File: src/rtl/block_sum_accumulator.sv
// rtl/block_sum_accumulator.sv - sums blocks of 2^DIV_LOG2 samples for the rounding divider
module block_sum_accumulator #(
  parameter int DIV_LOG2   = 3,
  parameter int DATA_WIDTH = 32,
  parameter int SUM_WIDTH  = DATA_WIDTH + DIV_LOG2
) (
  input  logic                  clk,
  input  logic                  resetn,
  input  logic                  flush,
  input  logic [DATA_WIDTH-1:0] din,
  input  logic                  din_valid,
  output logic                  din_ready,
  output logic [SUM_WIDTH-1:0]  sum,
  output logic                  sum_valid,
  input  logic                  sum_ready
);

  localparam logic [DIV_LOG2-1:0] LAST = '1;

  logic [SUM_WIDTH-1:0] acc;
  logic [DIV_LOG2-1:0]  cnt;
  logic [SUM_WIDTH-1:0] din_ext;
  logic                 accept;
  logic                 complete;
  logic                 drain;

  assign din_ext = SUM_WIDTH'(din);

  // Only the block-completing sample waits on the held sum; it may land in the drain cycle.
  assign din_ready = !flush && ((cnt != LAST) || !sum_valid || sum_ready);
  assign accept    = din_valid && din_ready;
  assign complete  = accept && (cnt == LAST);
  assign drain     = sum_valid && sum_ready;

  always_ff @(posedge clk or negedge resetn) begin
    if (!resetn) begin
      acc <= '0;
      cnt <= '0;
    end else if (flush || complete) begin
      acc <= '0;
      cnt <= '0;
    end else if (accept) begin
      acc <= acc + din_ext;
      cnt <= cnt + DIV_LOG2'(1);
    end
  end

  always_ff @(posedge clk or negedge resetn) begin
    if (!resetn) begin
      sum       <= '0;
      sum_valid <= 1'b0;
    end else if (complete) begin
      sum       <= acc + din_ext;
      sum_valid <= 1'b1;
    end else if (drain) begin
      sum_valid <= 1'b0;
    end
  end

endmodule

File: config.mk
export PLATFORM = sky130hd
export DESIGN_NAME = block_sum_accumulator
export DESIGN_NICKNAME = d
export VERILOG_FILES = /design/src/rtl/block_sum_accumulator.sv
export SDC_FILE = /design/constraint.sdc
export NUM_CORES = 1
export LEC_CHECK = 0
export ABC_CLOCK_PERIOD_IN_PS = 3810
export CAP_MARGIN = 15
export CELL_PAD_IN_SITES_DETAIL_PLACEMENT = 1
export CELL_PAD_IN_SITES_GLOBAL_PLACEMENT = 2
export CORE_MARGIN = 2
export CORE_UTILIZATION = 25
export DETAILED_ROUTE_END_ITERATION = 10
export HOLD_SLACK_MARGIN = 0.08
export PLACE_DENSITY = 0.68
export SETUP_SLACK_MARGIN = 0.05
export SYNTH_ARGS = -nofsm -noshare
export SYNTH_HDL_FRONTEND = slang
export SYNTH_SLANG_ARGS = --single-unit
File: constraint.sdc
create_clock -name clk -period 3.81 [get_ports clk]
set_clock_uncertainty 0.05 [all_clocks]
set_input_delay 0.762 -clock clk [delete_from_list [all_inputs] [get_ports clk]]
set_output_delay 0.762 -clock clk [all_outputs]
set_load 0.005 [all_outputs]
==> results.py, run 1 <==
metrics = {
    "timing": {
        "tightest_slew_ns": 1.03,
        "hold_violations": 0,
        "timing.fmax_mhz": 313,
        "timing.final.crit_period_ns": 3.19,
        "finalSetupTns_ns": 0,
        "slew_viol_final": 0,
        "max_slew_margin_pct": 31.4,
        "finalSetupViolations": 0,
        "rsz0062_at_grt": "no",
        "finalCritPeriodShare_pct": 83.8,
    },
    "global_route": {
        "grt_max_degree": 75,
        "grt_antenna_before_repair": 0,
        "track_usage_pct": 15.6,
        "grt_first_pass_wirelength_um": 24700,
        "overflow": 0,
        "grt_pass1_vias": 4595,
    },
    "setup_path": {
        "cp.arrival_ns": 3.38,
        "worstSetupPathType": "input port to flip-flop",
        "worstSetupEndpointType": "flip-flop",
        "setup.worst_path.start_class": "input port",
        "worstPathRequired_ns": 4.00,
        "reg2reg_depth": 10,
        "cp_max_fo": 4,
    },
    "floorplan": {
        "die_h_um": 143,
        "chipWidth_um": 143,
        "rows": 50,
        "coreArea_um2": 18900,
        "die-area_um2": 20500,
        "start_util_pct": 25.7,
        "io_pins": 74,
    },
    "clocking": {
        "numCtsBuffers": 9,
        "cts_tree": "built",
        "hold_buffers": 0,
        "cts_resized": 0,
        "cts_setup_buffers": 0,
        "path_clk_slew_ns": 0.06,
        "cts_buffer_depth": 2,
        "cts_sinks": 74,
        "clockRootBuffer": "clkbuf_16",
        "cts_max_level": 3,
        "clkLatencyLatePin_ns": 0.35,
    },
    "logic_synthesis": {
        "synthesis.area_um2": 4850,
        "ys_seq_elements": 74,
        "synth_ff_type": "dfrtp_1",
        "yosys_warnings": 0,
        "yosysUniqueCellTypes": 71,
        "syn-num-nets": 589,
        "avgSynthCellArea_um2": 9.38,
        "ys_seq_area_share_pct": 38.2,
        "netlist_instances": 517,
        "synth_edf_count": 0,
        "ys_async_sr_fraction_pct": 100,
    },
    "power_and_ir_drop": {
        "power_density_nw_per_um2": 434,
        "vdd_drop_max_v": 0.000233,
        "p_leak_nw": 2.84,
    },
    "final_layout": {
        "nNetsFinal": 656,
        "final_core_util_pct": 32.7,
        "n_antenna_cell": 0,
        "area_growth_pct": 27.4,
        "drive_above_1_share_pct": 9.85,
        "nFillCells": 2205,
        "final_cell_mix": "nand2_1 (91), dfrtp_1 (74), clkdlybuf4s50_1 (72)",
        "mostFrequentLayoutCell": "nand2_1",
    },
    "placement": {
        "globalplace.congestion": 0.822,
        "dpl.hpwl_um": 11100,
        "io_buffers": 73,
    },
    "drt": {
        "drtAntennaViolNets": 0,
        "vias": 4206,
        "wirelength_um": 15000,
        "drtIter0Drc": 210,
        "drc": 0,
        "viasPerCell": 4.95,
        "firstDrtPassIters": 4,
        "detail_route.wl_per_cell_um": 17.7,
    },
    "worst_hold_path": {
        "hold_path.class": "flip-flop to flip-flop",
        "whs_path_depth": 2,
    },
    "outcome": {
        "outcome": "finished clean",
    },
    "flow_run": {
        "maxCapViolations": 0,
    },
}
==> per-layer routing <==
layer	share of wire (%)	vias up	global-route usage (%)
met3	3.2	13	2.72
met1	47	2098	20.1
met4	1.9	0	6.14
met5	0	-	0
li1	-	2027	-
met2	48	68	26.1
==> worst max-delay path, stage by stage <==
cell,delay (ns)
clkdlybuf4s50_1,0.40
ha_1,0.22
inv_1,0.09
fa_1,0.26
nor2b_4,0.06
o311a_4,0.34
o311ai_1,0.36
nand2_1,0.22
a31oi_1,0.28
xnor2_1,0.12
mux2_2,0.27
==> area by class of cell <==
cell class	instances	area [um^2]	share of cell area, %
timing repair buffer	84	811	13.1
sequential	74	1850	30.0
multi-input combinational	400	2830	45.8
clock inverter	5	52.6	0.851
clock buffer	11	253	4.09
inverter	15	56.3	0.911
tap	260	325	5.27
==> power breakdown <==
group | switching, mW | internal (mW) | total, mW
logic | 0.537 | 0.364 | 0.902
registers | 0.0410 | 0.847 | 0.888
clock network | 0.353 | 0.539 | 0.892
==> cells in the mapped netlist (3+ instances only) <==
library cell	instances	area [um^2]
nand3_1	11	55.1
a221oi_1	4	35.0
buf_2	3	15.0
a211o_1	5	43.8
o21a_1	8	60.1
ha_1	34	425
nor3_1	5	25.0
and3_1	8	50.1
o21ai_0	16	80.1
mux2_2	9	101
nand2_1	91	342
xor2_1	8	70.1
inv_1	15	56.3
nand4_1	13	81.3
a21o_1	12	90.1
dfrtp_1	74	1850
a22o_1	25	219
o21bai_1	6	45.0
nand2b_1	3	18.8
o31ai_1	9	67.6
and2_1	5	31.3
clkbuf_1	22	82.6
nor2_1	17	63.8
mux2i_1	3	30.0
a21oi_1	36	180
a31oi_1	5	31.3
xnor2_1	16	140
==> registers in the layout, indices dropped and copies added, names as in the netlist <==
signal,flops
cnt,3
sum,35
acc,35
sum_valid,1
==> cells by family (layout without fill, tap and decap cells) <==
group	after synthesis	in the layout	synth area share (%)
and+or+nand+nor	166	166	16.0
AOI/OAI and AO/OA	163	163	25.9
DFF	74	74	38.2
buffers and inverters	43	115	3.69
adders and majority gates	35	35	9.18
xor gates and xnor gates	24	24	4.33
muxes	12	12	2.71
==> through the flow <==
stage          hold WS [ns]  cells  worst slack (ns)  area [um^2]  total power, mW
6_report              0.422    849             0.619         6180             2.68
3_3_place_gp          0.412    833             0.316         5870             1.79
2_1_floorplan         0.403    517              1.04         4850             1.54
3_5_place_dp          0.416    833             0.259         5870             1.80
4_1_cts               0.431    849             0.619         6180             2.71
5_1_grt               0.451    849             0.482         6180             2.84
==> path summary, 6_finish.rpt <==
path	slack (ns)	endpoint	start
worst min register to register	0.42	sum[9]	sum[9]
worst max-delay path	0.62	sum[22]	din[0]
max in group asynchronous	2.51	sum[5]	resetn
min in group asynchronous	0.53	sum[21]	resetn
worst min-delay path	0.42	sum[9]	sum[9]
worst max register to register	1.06	sum[22]	acc[0]
No activity file was read; power rests on OpenSTA's default activity.
==> inputs of run 2 (changes only) <==
--- a/config.mk
+++ b/config.mk
@@ -5,7 +5,7 @@
 export SDC_FILE = /design/constraint.sdc
 export NUM_CORES = 1
 export LEC_CHECK = 0
-export ABC_CLOCK_PERIOD_IN_PS = 3810
+export ABC_CLOCK_PERIOD_IN_PS = 2710
 export CAP_MARGIN = 15
 export CELL_PAD_IN_SITES_DETAIL_PLACEMENT = 1
 export CELL_PAD_IN_SITES_GLOBAL_PLACEMENT = 2
@@ -13,7 +13,7 @@
 export CORE_UTILIZATION = 25
 export DETAILED_ROUTE_END_ITERATION = 10
 export HOLD_SLACK_MARGIN = 0.08
-export PLACE_DENSITY = 0.68
+export PLACE_DENSITY = 0.71
 export SETUP_SLACK_MARGIN = 0.05
 export SYNTH_ARGS = -nofsm -noshare
 export SYNTH_HDL_FRONTEND = slang
==> constraint.sdc (replaced) <==
create_clock -name clk -period 2.71 [get_ports clk]
set_clock_uncertainty 0.05 [all_clocks]
set_input_delay 0.542 -clock clk [delete_from_list [all_inputs] [get_ports clk]]
set_output_delay 0.542 -clock clk [all_outputs]
set_load 0.005 [all_outputs]
==> run 2 against run 1 <==
Effect of this change:
- worst setup slack got worse by 0.49 ns
- flip-flop and latch count unchanged
- clock power increased by 49%
- via count increased by 8.4%
- sequential share of layout area is 5.4 points lower
- critical path depth fell by 1
- hold slack got worse by 0.32 ns
- power increased by 67%
- cell area is 22% higher
- core utilization up 7.2 points
- die area did not move
- critical endpoint is now acc[29]
- highest routed layer unchanged
==> results.py, run 2 (synthesized netlist as in run 1, its figures left out) <==
metrics = {
    "outcome": {
        "outcome": "finished clean",
    },
    "power_and_ir_drop": {
        "power_density_nw_per_um2": 594,
        "netSwitchingPower_mw": 1.52,
        "power_frac_clock_pct": 29.8,
        "p_seq_share_pct": 28.5,
        "p_total_mw": 4.47,
        "power.internal_mw": 2.96,
        "swShare_pct": 33.9,
        "vdd_drop_max_v": 0.000331,
        "pwr-share-comb_pct": 41.7,
        "p_leak_nw": 3.51,
    },
    "clocking": {
        "path_clk_slew_ns": 0.06,
        "clockRootBuffer": "clkbuf_16",
        "cts_buffer_depth": 2,
        "hold_buffers": 0,
        "cts_sinks": 74,
        "cts_max_level": 3,
        "cts_tree": "built",
        "clkLatencyLatePin_ns": 0.35,
        "numCtsBuffers": 9,
    },
    "setup_path": {
        "worstPathRequired_ns": 2.90,
        "worstSetupEndpointType": "flip-flop",
        "cp.arrival_ns": 2.78,
        "cp_common_cell": "a21oi_2",
        "setup.worst_path.start_class": "input port",
        "cp_max_fo": 5,
        "path_cells": "clkdlybuf4s50_1 > ha_4 > buf_4 > nand2_1 > o21ai_0 > a21oi_2 > a21oi_2 > o21a_1 > or3_1 > a32o_1",
        "max_stage_delay_ns": 0.54,
        "critPathSlowestCell": "clkdlybuf4s50_1",
        "worstSetupPathType": "input port to flip-flop",
    },
    "timing": {
        "tightest_slew_ns": 0.594,
        "max_slew_margin_pct": 60.4,
        "rsz0062_at_grt": "yes",
        "hold_ws_ns": 0.105,
        "fin_ws_ns": 0.124,
        "finalSetupViolations": 0,
        "hold_violations": 0,
        "timing.final.crit_period_ns": 2.59,
        "timing.fmax_mhz": 387,
        "slew_viol_final": 0,
        "finalCritPeriodShare_pct": 95.4,
    },
    "floorplan": {
        "die-area_um2": 20500,
        "rows": 50,
        "io_pins": 74,
        "coreArea_um2": 18900,
        "die_h_um": 143,
        "chipWidth_um": 143,
        "start_util_pct": 25.7,
    },
    "final_layout": {
        "mostFrequentLayoutCell": "buf_4",
        "reg_top3": "acc: 35 flops, sum: 35 flops, cnt: 3 flops",
        "area_growth_pct": 55.3,
        "drive_above_1_share_pct": 32.1,
        "stdcell_area_um2": 7530,
        "final_core_util_pct": 39.9,
        "final_cell_mix": "buf_4 (112), nand2_1 (87), dfrtp_1 (74)",
        "n_antenna_cell": 0,
        "nNetsFinal": 759,
    },
    "placement": {
        "place_area_um2": 6630,
        "dpl.hpwl_um": 12100,
        "globalplace.congestion": 0.837,
        "dp_slack_ns": -0.587,
        "io_buffers": 73,
    },
    "global_route": {
        "grt_max_degree": 42,
        "overflow": 0,
        "grt_antenna_before_repair": 0,
        "grt_first_pass_wirelength_um": 27000,
        "track_usage_pct": 17.0,
        "grt_pass1_vias": 5129,
    },
    "drt": {
        "drc": 0,
        "wirelength_um": 16600,
        "firstDrtPassIters": 4,
        "vias": 4561,
        "drtAntennaViolNets": 0,
        "viasPerCell": 4.79,
        "detail_route.wl_per_cell_um": 17.4,
        "drtIter0Drc": 197,
    },
    "worst_hold_path": {
        "hold_path.class": "input port to async pin",
    },
    "flow_run": {
        "maxCapViolations": 0,
    },
}
## run 2: cell count changes in the layout (fill, tap and decap cells not counted), moves of 3 or more
cell / previous run / this run
buf_4: 12 / 112
ha_1: 34 / 12
ha_4: 0 / 21
clkdlybuf4s50_1: 72 / 57
a21oi_1: 35 / 21
a21oi_2: 3 / 14
dlymetal6s2s_1: 0 / 9
dlygate4sd2_1: 0 / 5
o21ai_0: 16 / 11
nand2_1: 91 / 87
nand2_2: 0 / 4
a21oi_4: 1 / 4
buf_12: 0 / 3
o21ai_1: 2 / 5
## run 2: area by class of cell
type	count	area, um^2
clock buffer	11	243
clock inverter	5	77.6
fill	2158	11400
inverter	15	56.3
multi-input combinational	400	3340
sequential	74	1850
tap	260	325
timing repair buffer	187	1640
## run 2: stage by stage
stage	instances	setup TNS [ns]
after CTS	947	0
after floorplan	517	0
after global placement	929	-15.98
final	952	0
after detailed placement	929	-18.52
after global routing	952	0
## run 2: path summary, 6_finish.rpt
kind / slack (ns) / depth (start not counted) / startpoint / to
hold / removal: 0.11 / 1 / resetn / sum[21]
min in group clk: 0.42 / 2 / sum[13] / sum[13]
setup reg to reg: 0.18 / 10 / acc[0] / sum[20]
max in group asynchronous: 1.88 / 2 / resetn / sum[5]
hold reg to reg: 0.42 / 2 / sum[13] / sum[13]
setup / recovery: 0.12 / 10 / din[16] / acc[29]
## run 2: worst max-delay path: cells and delay by family
kind / cells / cell delay [ns]
AO/OA/AOI/OAI: 5 / 0.91
adder cells (fa/ha/maj): 1 / 0.24
buffers and inverters: 2 / 0.69
AND/OR/NAND/NOR: 2 / 0.39
## run 2: what timing repair did
item	in CTS	in global routing
cloned	0	0
gates resized for setup	49	49
pin swaps	18	23
setup buffers	2	5
setup endpoints to repair	33	26
## run 2: power by group through the flow
stage                     combinational, mW  clock, mW  sequential, mW
after floorplan                       0.913          0            1.25
after global placement                 1.57          0            1.26
after detailed placement               1.61          0            1.27
after CTS                              1.74       1.37            1.26
after global routing                   2.03       1.42            1.28
final                                  1.87       1.33            1.27
## run 2: metal layers
metal | share of wire (%) | track usage [%] | vias to the layer above
met5 | 0 | 0 | -
met4 | 1.2 | 5.47 | 0
met3 | 2.3 | 2.78 | 14
met2 | 51 | 29.7 | 50
met1 | 46 | 21.2 | 2261
li1 | - | - | 2236
